File: src/rtl/hilo_divider.sv
// hilo_divider: sequential 32-bit unsigned restoring divider (DIVU).
// One quotient bit per clock: 32 iterations after the start edge, after which
// LO holds the quotient and HI the remainder. MFHI/MFLO read them back through
// a combinational output mux.
module hilo_divider #(
  parameter int         WIDTH    = 32,
  parameter logic [5:0] SIG_DIVU = 6'd27,
  parameter logic [5:0] SIG_MFHI = 6'd16,
  parameter logic [5:0] SIG_MFLO = 6'd18
) (
  input  logic             clk,
  input  logic             reset,
  input  logic [WIDTH-1:0] dataA,
  input  logic [WIDTH-1:0] dataB,
  input  logic [5:0]       Signal,
  output logic [WIDTH-1:0] Output,
  output logic             busy,
  output logic             done
);

  localparam int            CW   = $clog2(WIDTH);
  localparam logic [CW-1:0] LAST = CW'(WIDTH - 1);

  typedef enum logic {IDLE, RUN} state_t;

  state_t           state_q;
  logic [WIDTH-1:0] rem_q, quo_q, div_q, hi_q, lo_q;
  logic [CW-1:0]    cnt_q;
  logic             busy_q, done_q;

  logic [WIDTH:0]   trial;
  logic [WIDTH-1:0] rem_d, quo_d;

  // One restoring step: subtract when the shifted partial remainder covers the divisor.
  always_comb begin
    trial = {rem_q, quo_q[WIDTH-1]} - {1'b0, div_q};
    rem_d = {rem_q[WIDTH-2:0], quo_q[WIDTH-1]};
    quo_d = {quo_q[WIDTH-2:0], 1'b0};
    if (!trial[WIDTH]) begin
      rem_d = trial[WIDTH-1:0];
      quo_d = {quo_q[WIDTH-2:0], 1'b1};
    end
  end

  // Control FSM and datapath registers; reset aborts any run and clears HI/LO.
  always_ff @(posedge clk) begin
    if (reset) begin
      state_q <= IDLE;
      rem_q   <= '0;
      quo_q   <= '0;
      div_q   <= '0;
      hi_q    <= '0;
      lo_q    <= '0;
      cnt_q   <= '0;
      busy_q  <= 1'b0;
      done_q  <= 1'b0;
    end else begin
      case (state_q)
        IDLE: begin
          done_q <= 1'b0;
          if (Signal == SIG_DIVU) begin
            state_q <= RUN;
            rem_q   <= '0;
            quo_q   <= dataA;
            div_q   <= dataB;
            cnt_q   <= '0;
            busy_q  <= 1'b1;
          end
        end
        RUN: begin
          // Starts arriving here are dropped: no queueing, no restart.
          rem_q <= rem_d;
          quo_q <= quo_d;
          cnt_q <= cnt_q + 1'b1;
          if (cnt_q == LAST) begin
            lo_q    <= quo_d;
            hi_q    <= rem_d;
            state_q <= IDLE;
            busy_q  <= 1'b0;
            done_q  <= 1'b1;
          end
        end
        default: state_q <= IDLE;
      endcase
    end
  end

  // Read mux: zero-latency HI/LO readback, zero for any other code.
  always_comb begin
    Output = '0;
    if (Signal == SIG_MFHI)      Output = hi_q;
    else if (Signal == SIG_MFLO) Output = lo_q;
  end

  assign busy = busy_q;
  assign done = done_q;

endmodule

File: config.mk
export PLATFORM = sky130hd
export DESIGN_NAME = hilo_divider
export DESIGN_NICKNAME = d
export VERILOG_FILES = /design/src/rtl/hilo_divider.sv
export SDC_FILE = /design/constraint.sdc
export NUM_CORES = 1
export LEC_CHECK = 0
export CORE_MARGIN = 5
export CORE_UTILIZATION = 50
export DETAILED_ROUTE_END_ITERATION = 7
export DONT_BUFFER_PORTS = 1
export PLACE_DENSITY_LB_ADDON = 0.2
export REMOVE_ABC_BUFFERS = 1
export SLEW_MARGIN = 20
export SYNTH_ARGS = -nofsm -noshare
export SYNTH_HDL_FRONTEND = slang
export SYNTH_SLANG_ARGS = --single-unit
File: constraint.sdc
create_clock -name clk -period 2.7 [get_ports clk]
set_input_delay 0.405 -clock clk [delete_from_list [all_inputs] [get_ports clk]]
set_output_delay 0.405 -clock clk [all_outputs]
set_load 0.005 [all_outputs]
==> flow_summary_export.csv <==
group,metric,value,unit
clock_network,clk_latency,0.44,ns
logic_synthesis,synthCells,1036,
global_route,grt_max_degree,72,
global_route,antenna_found_initial,0,
logic_synthesis,synth_flop_cell,"dfxtp_1",
setup_path,cp_data_required_time,3.01,ns
die,num_io_pins,106,
placed_design,place_area,8990,um^2
routing,via_per_inst,5.533,
layout,num_antenna_cells,0,
timing,hold_viol,0,
routing,wl_per_cell,16.98,um
logic_synthesis,synth_edf_count,0,
routing,final_antenna_net_count,0,
setup_path,critPathLaunchType,"flip-flop",
routing,drc,0,
clock_network,cts.sinks,168,
timing,setup_violations,65,
layout,synthToLayoutAreaGrowth,18.78,%
die,core,16520,um^2
timing,tightest_slew,0.9549,ns
timing,fin_hold_ws,0.02669,ns
logic_synthesis,netlist_area,8374,um^2
logic_synthesis,synth_area_leaders,"dfxtp_1, mux2i_1, a21oi_1",
hold_path,min_path_type,"input pin to flip-flop",
setup_path,critPathSlowestCell,"dfxtp_1",
die,start_util,50.68,%
clock_network,cts_tree,"yes",
timing,min_period,2.876,ns
placed_design,gp_congestion,0.9114,
logic_synthesis,yosysWarnings,0,
logic_synthesis,avgSynthCellArea,8.083,um^2
placed_design,dpl.hpwl,15.23,mm
layout,final_cell_area,9947,um^2
timing,setup_tns,-8.015,ns
setup_path,cp_max_fo,8,
global_route,gr-max-usage-layer,"met2",
global_route,grt_pass1_vias,7148,
clock_network,numCtsBuffers,17,
setup_path,path_class,"flip-flop to flip-flop",
logic_synthesis,synthArstFlopShare,0,%
layout,fin_nets,1181,
logic_synthesis,synth.top_cell.area_share,40.16,%
flow_run,max_cap_viol_count,0,
logic_synthesis,yosysUniqueCellTypes,55,
power_and_ir_drop,ir_drop,0.0005302,V
setup_path,path_cells,"ha_1, a21oi_1, o211ai_1, a21boi_0, buf_4, a21o_1, o211a_4, xor2_4, buf_12, buf_6, mux2i_2, o21ai_0",
timing,clock.fmax,347.7,MHz
timing,fin_ws,-0.1758,ns
global_route,grtUsageMet2,39.52,%
timing,fin_skew,0.01059,ns
clock_network,clk_pin_slew,0.07,ns
timing,relSlewSlack,35.99,%
clock_network,cts.htree.levels,4,
timing,finalMaxSlewViolations,0,
logic_synthesis,synth-seq-cells,168,
power_and_ir_drop,power_density,560.9,nW/um^2
status,status,"complete, but fails checks",
power_and_ir_drop,cellLeakagePower,3.854,nW
global_route,grtUsageMet3,5.146,%
setup_path,end_kind,"flip-flop",
routing,wl,22.20,mm
logic_synthesis,yosys.area.top_type,"dfxtp_1",
routing,first_pass_iters,5,
placed_design,dpl_worst_slack,-0.2308,ns
global_route,grt_pass1_wl,36.29,mm
timing,finalCritPeriodShare,106.5,%
clock_network,cts_buffer_depth,2,
setup_path,max_stage_delay,0.44,ns
clock_network,clockRootBuffer,"clkbuf_16",
die,die_w,139.4,um
die,rows,47,
die,die_height,139.4,um
layout,drive_gt1_share,15.55,%
setup_path,crit_arrival,3.18,ns
global_route,track_usage,22.82,%
logic_synthesis,seq_area_frac_synth,40.16,%
routing,drt_iter0_markers,402,
placed_design,numPortBuffers,0,
die,die-area,19440,um^2
timing,rsz0062_at_grt,"yes",
global_route,use_met1,27.98,%
status,violations,"setup timing",
global_route,grt_overflow_total,0,
routing,vias,7232,
==> cells by family (layout without fill, tap and decap cells) <==
logic type | after synthesis | after routing | synth area share (%)
flops | 168 | 168 | 40.16
xor+xnor | 29 | 29 | 3.257
mux | 73 | 73 | 8.726
buf+inv | 106 | 157 | 5.050
compound gates | 293 | 293 | 21.23
fa+ha+maj | 35 | 35 | 5.319
simple gates | 332 | 332 | 16.26
==> sequential cells by signal, indices dropped and copies added (netlist names) <==
signal / flops
quo_q: 32
hi_q: 32
div_q: 32
done: 1
rem_q: 32
cnt_q: 5
lo_q: 32
state_q: 1
busy: 1
==> layout by cell type (no fill, tap or decap), types with 18 or more instances in the layout <==
cell type / instances
nor2_1: 125
ha_1: 33
mux2i_1: 66
buf_4: 75
inv_1: 38
o21ai_0: 57
a22o_1: 33
dfxtp_1: 165
a21oi_1: 103
clkbuf_16: 18
o21ai_1: 24
nand2_1: 153
==> metal layers <==
layer | vias up | part of all wire [%] | wire length [um]
li1 | 3664 | - | -
met1 | 3364 | 43 | 9569
met2 | 161 | 50 | 11030
met3 | 43 | 4.5 | 1001
met4 | 0 | 2.7 | 593
met5 | - | 0 | 0
==> cell type report <==
cell class / instances / area [um^2]
Multi-Input combinational cell: 762 / 4828
Tap cell: 220 / 275.3
Clock buffer: 20 / 456.7
Fill cell: 1518 / 6578
Sequential cell: 168 / 3367
Inverter: 41 / 156.4
Clock inverter: 12 / 117.6
Timing Repair Buffer: 84 / 745.7
==> stage by stage <==
stage               utilization (%)  instances  power (mW)
floorplan                         -        971       2.867
global placement              54.40       1266       3.026
detailed placement            54.40       1266       3.028
CTS                           59.70       1307       5.599
global route                  60.20       1307       5.773
finish                        60.20       1307       5.579
==> worst paths after layout <==
kind | from | to | slack [ns] | depth (start not counted)
max reg2reg | rem_q[10] | rem_q[24] | -0.18 | 12
min reg2reg | div_q[1] | div_q[1] | 0.45 | 2
min | reset | quo_q[0] | 0.03 | 1
max | rem_q[10] | rem_q[24] | -0.18 | 12
==> cell usage after synthesis (3+ instances only) <==
library cell and instances:
buf_1 9, mux2i_1 73, o21ai_0 79, nor3b_1 4, nand2b_1 5, nor2b_1 5, xor2_1 13, o21bai_1 7
o21a_1 4, a21o_1 10, o21ai_1 3, a22o_1 33, buf_2 10, a21oi_1 117, nor3_1 8, inv_1 40
and3_1 5, nand4_1 5, nand3_1 7, nor2_1 130, xnor2_1 15, dfxtp_1 168, o211ai_1 7, a31oi_1 6
clkbuf_1 43, a211oi_1 6, o31ai_1 3, and2_1 4, ha_1 34, nand2_1 153
==> repair_timing <==
item	CTS	global route
pin swaps	7	4
hold buffers	0	0
cloned	4	1
gates resized for setup	46	37
buffers inserted	6	2
endpoints found under the setup margin	64	66
==> worst max-delay path, delay by kind of cell, from the launching register on <==
kind | cells | cell delay [ns]
buffers and inverters | 3 | 0.46
multiplexers | 1 | 0.24
flip-flops | 1 | 0.44
XOR/XNOR | 1 | 0.17
adder cells (fa/ha/maj) | 1 | 0.32
AO/OA/AOI/OAI | 6 | 1.10
==> power by group <==
group / internal, mW / switching (mW)
clock: 1.33 / 1.04
combinational: 0.333 / 0.376
sequential: 2.49 / 0.00718
total: 4.15 / 1.43
No activity file was read; power rests on OpenSTA's default activity.
==> patch 1, RTL diff (config.mk and constraints unchanged) <==
The parameter `WIDTH` goes from 32 to 16.
--- a/src/rtl/hilo_divider.sv
+++ b/src/rtl/hilo_divider.sv
@@ -4,5 +4,5 @@
 // a combinational output mux.
 module hilo_divider #(
-  parameter int         WIDTH    = 32,
+  parameter int         WIDTH    = 16,
   parameter logic [5:0] SIG_DIVU = 6'd27,
   parameter logic [5:0] SIG_MFHI = 6'd16,
Interface: changed (resized Output, dataA and dataB); port bits go from 106 to 58. The function was not compared with the original's and may differ.
==> patch 1 against the original RTL <==
Clock skew barely moved; area after synthesis fell by 48%; sequential cell count fell by 81; largest cell class unchanged; final area fell by 50%; highest routed layer unchanged; setup slack improved by 0.23 ns; wire length fell by 53%; first-iteration DRC count fell by 59%; power fell by 54%.
==> patch 1: results (changes against the original RTL) <==
| Metric | Value |
|---|---|
| # port buffers | 0 (unchanged) |
| Top FF cell, synth | dfxtp_1 (unchanged) |
| Count of cell types in the netlist | 50 (was 55) |
| Top post-synthesis cells by area | dfxtp_1 40%, mux2i_1 10%, nand2_1 6.7% (was dfxtp_1 40%, mux2i_1 8.7%, a21oi_1 7.0%) |
| H-tree depth | 3 (was 4) |
| Setup clock skew after layout | 0.0110 ns (was 0.0106 ns) |
| Total CTS buffers | 9 (was 17) |
| LEAKAGE | 0.00182 uW (was 0.00385 uW) |
| Worst hold path class | input port to flop (unchanged) |
| Dpl ws | -0.00552 ns (was -0.231 ns) |
| CTS root buf | clkbuf_8 (was clkbuf_16) |
| Slew Limit Headroom | 0.406 (was 0.360) |
| CP max stage cell | dfxtp_1 (unchanged) |
| Gate Count Post-Synth | 519 (was 1036) |
| Layout cells sized above 1 | 0.133 (was 0.155) |
| Status | finished clean (was finished with violations) |
| CP peak stage delay | 0.37 ns (was 0.44 ns) |
| CTS Buffer Depth | 2 (unchanged) |
| DP Cell Count | 615 (was 1266) |
| Hold depth | 1 (unchanged) |
| Wirelength per Cell | 16.3 um (was 17.0 um) |
| Worst-path clk slew | 0.09 ns (was 0.07 ns) |
| Peak VDD IR | 0.340 mV (was 0.530 mV) |
| DRT iter0 DRCs | 164 (was 402) |
| Hpwl dp | 7.34 mm (was 15.2 mm) |
| Crit path max fanout | 8 (unchanged) |
| Area after DPL | 4480 um^2 (was 8990 um^2) |
| Clk_lat worst skew | 0.36 ns (was 0.44 ns) |
| Initial DRT Pass Iterations | 5 (unchanged) |
| R2R depth | 9 (was 12) |
| Register area share after synthesis | 0.401 (was 0.402) |
| Top cells by count, synth | 87 x dfxtp_1, 77 x nand2_1, 61 x nor2_1, 49 x a21oi_1, 45 x mux2i_1 (was 168 x dfxtp_1, 153 x nand2_1, 130 x nor2_1, 117 x a21oi_1, 79 x o21ai_0) |
| Tot GR Track Use | 0.192 (was 0.228) |
| Global-route wire length before repair | 16.2 mm (was 36.3 mm) |
| Yosys warning count | 0 (unchanged) |
| Ys async rst share | 0 (unchanged) |
| Pin count of the biggest net entering global routing | 40 (was 72) |
| GPL Wtd Cong | 0.831 (was 0.911) |
| Diodes inserted | 0 (unchanged) |
| Final #Nets | 582 (was 1181) |
| Critical Path AT | 2.87 ns (was 3.18 ns) |
| Vias in the first global route | 3400 (was 7148) |
| Initial antenna violation count | 0 (unchanged) |
| Avg Vias per Cell | 5.62 (was 5.53) |
| Fill count | 793 (was 1518) |
| Final std cells w/o fill | 636 (was 1307) |
| Switching pwr | 595 uW (was 1430 uW) |
| Max-Cap Viols | 0 (unchanged) |
-- patch 1: cell type report --
cell class	instances	area [um^2]	area share
well taps	108	135	0.0272
multi-input cells	383	2580	0.518
clock buffers	9	124	0.0249
inverters	19	71.3	0.0143
flip-flops and latches	87	1750	0.352
repair buffers	24	199	0.0400
clock inverters	6	116	0.0234
-- patch 1: repair_timing --
item | CTS | global route
resized for setup | 0 | 41
setup endpoints to repair | 2 | 33
buffers inserted | 3 | 3
pin swaps | 0 | 6
-- patch 1: metrics by stage --
| step | TNS (ns) | power (uW) |
|---|---|---|
| 4_1_cts | 0 | 2570 |
| 5_1_grt | -0.0669 | 2690 |
| 3_3_place_gp | 0 | 1460 |
| 2_1_floorplan | 0 | 1430 |
| 3_5_place_dp | -0.00691 | 1470 |
| 6_report | 0 | 2590 |
-- patch 1: worst max-delay path: cells and delay by family (launching register included) --
family          cells  cell delay [ns]
fa+ha+maj           1             0.24
mux                 1             0.24
buf+inv             1             0.15
compound gates      5             1.15
flops               1             0.37
simple gates        1             0.36
-- patch 1: cells by family after synthesis --
family / share of synthesized area
xor gates and xnor gates: 0.0262
DFF: 0.401
buffers and inverters: 0.0485
and+or+nand+nor: 0.164
adders and majority gates: 0.0536
muxes: 0.106
AOI/OAI and AO/OA: 0.200
-- patch 1: worst paths after layout --
path / end / slack (ns) / from
worst min-delay path: quo_q[3]$_SDFFE_PP0P_ / 0.1 / reset
worst min register to register: lo_q[0]$_SDFFE_PP0P_ / 0.45 / lo_q[0]$_SDFFE_PP0P_
worst max register to register: hi_q[11]$_SDFFE_PP0P_ / 0.06 / rem_q[10]$_SDFFE_PP0P_
worst max-delay path: hi_q[11]$_SDFFE_PP0P_ / 0.06 / rem_q[10]$_SDFFE_PP0P_
-- patch 1: power groups by stage --
| stage | combinational, uW | clock (uW) | sequential (uW) |
|---|---|---|---|
| after floorplan | 105 | 0 | 1320 |
| after global placement | 142 | 0 | 1320 |
| after global routing | 207 | 1190 | 1290 |
| after detailed placement | 144 | 0 | 1320 |
| after CTS | 152 | 1130 | 1290 |
| final | 195 | 1110 | 1290 |
-- patch 1: layer usage --
metal | part of all wire | vias up | GRT usage
met1 | 0.45 | 1679 | 0.245
met2 | 0.49 | 71 | 0.327
met5 | 0 | - | 0
li1 | - | 1809 | -
met3 | 0.044 | 15 | 0.0419
met4 | 0.017 | 0 | 0.0538
==> patch 2, RTL diff (same flow settings) <==
Without the edit above. Reset style: asynchronous (`reset`), changed in one clocked block.
--- a/src/rtl/hilo_divider.sv
+++ b/src/rtl/hilo_divider.sv
@@ -44,5 +44,5 @@
 
   // Control FSM and datapath registers; reset aborts any run and clears HI/LO.
-  always_ff @(posedge clk) begin
+  always_ff @(posedge clk or posedge reset) begin
     if (reset) begin
       state_q <= IDLE;
Check against the original RTL: differs if reset is asserted again (counterexample within 4 cycles, from zero or initial values and one cycle with reset high); with reset held inactive, the same outputs for 10 cycles.
==> patch 2 against the original RTL <==
The flow still finishes with violations (setup timing); non-clock buffer count is 91 higher; cell count is 7.6% higher; final area is 16% higher; setup slack worse by 0.32 ns; via count is 6.9% higher; sequential cell count stayed put; wire length is 13% higher; area after synthesis is 9.8% higher; clock skew hardly changed; critical path type unchanged.
Power is not compared: it rests on default switching activity, and its combinational part moved more than twofold at a synthesized area within 25%.
==> patch 2: results (changes against the original RTL) <==
| Metric | Value |
|---|---|
| # setup viols final | 66 (was 65) |
| Hold depth | 2 (was 1) |
| Crit path capture | rem_q[21]$_DFFE_PP0P_ (was rem_q[24]$_SDFFE_PP0P_) |
| Post-synthesis mux area share | 0.104 (was 0.0873) |
| Hpwl dp | 18.0 mm (was 15.2 mm) |
| Setup WS post-layout | -0.501 ns (was -0.176 ns) |
| Worst hold path startpoint | dataB[1] (was reset) |
| Metal3 WL | 1.25 mm (was 1.00 mm) |
| WL met2 | 11.3 mm (was 11.0 mm) |
| Setup clock skew after layout | 0.0107 ns (was 0.0106 ns) |
| Avg Inst Size Synth | 8.90 um^2 (was 8.08 um^2) |
| Status | finished with violations (unchanged) |
| Global-route wire length before repair | 41.1 mm (was 36.3 mm) |
| Signal buffers | 175 (was 84) |
| Setup Buffers After CTS | 5 (was 6) |
| Synthesized-area fraction occupied by adder cells | 0.0484 (was 0.0532) |
| Fraction of area in clock buffers and inverters | 0.0531 (was 0.0577) |
| Final std cells w/o fill | 1406 (was 1307) |
| Hold_buf cts | 1 (was 0) |
| GRT met2 Usage | 0.360 (was 0.395) |
| Total Wirelength | 25.1 mm (was 22.2 mm) |
| Number of clock buffers in the layout | 18 (was 20) |
| Crit path max fanout | 6 (was 8) |
| Area after DPL | 10600 um^2 (was 8990 um^2) |
| Fill count | 1523 (was 1518) |
| Cell area after layout | 11600 um^2 (was 9950 um^2) |
| Count of cell types in the netlist | 56 (was 55) |
| Most common cell in the netlist | nand2_1 (was dfxtp_1) |
| Pin count of the biggest net entering global routing | 61 (was 72) |
| Inverters | 40 (was 41) |
| DRT iter0 DRCs | 608 (was 402) |
| NonClk Buf Share | 0.124 (was 0.0750) |
| Setup_tns | -27.96 ns (was -8.01 ns) |
| M1 GR Usage | 0.358 (was 0.280) |
| Critical Path AT | 3.52 ns (was 3.18 ns) |
| Failing checks | setup timing (unchanged) |
| Register area share after synthesis | 0.457 (was 0.402) |
| Seq area share | 0.363 (was 0.338) |
## patch 2: changes by cell type after synthesis, sizes merged, moves of 38 or more
| cell | unedited run | this run |
|---|---|---|
| dfxtp | 168 | 0 |
| a21oi | 117 | 31 |
| nand2 | 153 | 251 |
| o21ai | 84 | 122 |
| nor2 | 130 | 59 |
| dfrtp | 0 | 168 |
## patch 2: power breakdown
group | leakage, uW | internal [uW] | switching (uW)
sequential | 0.00186 | 3130 | 553
clock | 0.000298 | 1430 | 1140
combinational | 0.00331 | 3670 | 3560
total | 0.00547 | 8230 | 5250
## patch 2: worst max-delay path, cell delays in order, from the launching register on
cell and delay (ns):
dfrtp_1 0.39, inv_2 0.07, ha_4 0.13, inv_2 0.04
fa_2 0.37, a21o_1 0.20, a311oi_2 0.26, nor3_2 0.10
o31ai_1 0.21, buf_4 0.17, o31ai_4 0.06, a21oi_4 0.19
xnor2_4 0.15, buf_6 0.13, buf_12 0.11, buf_12 0.13
mux2i_4 0.26, o22ai_2 0.10
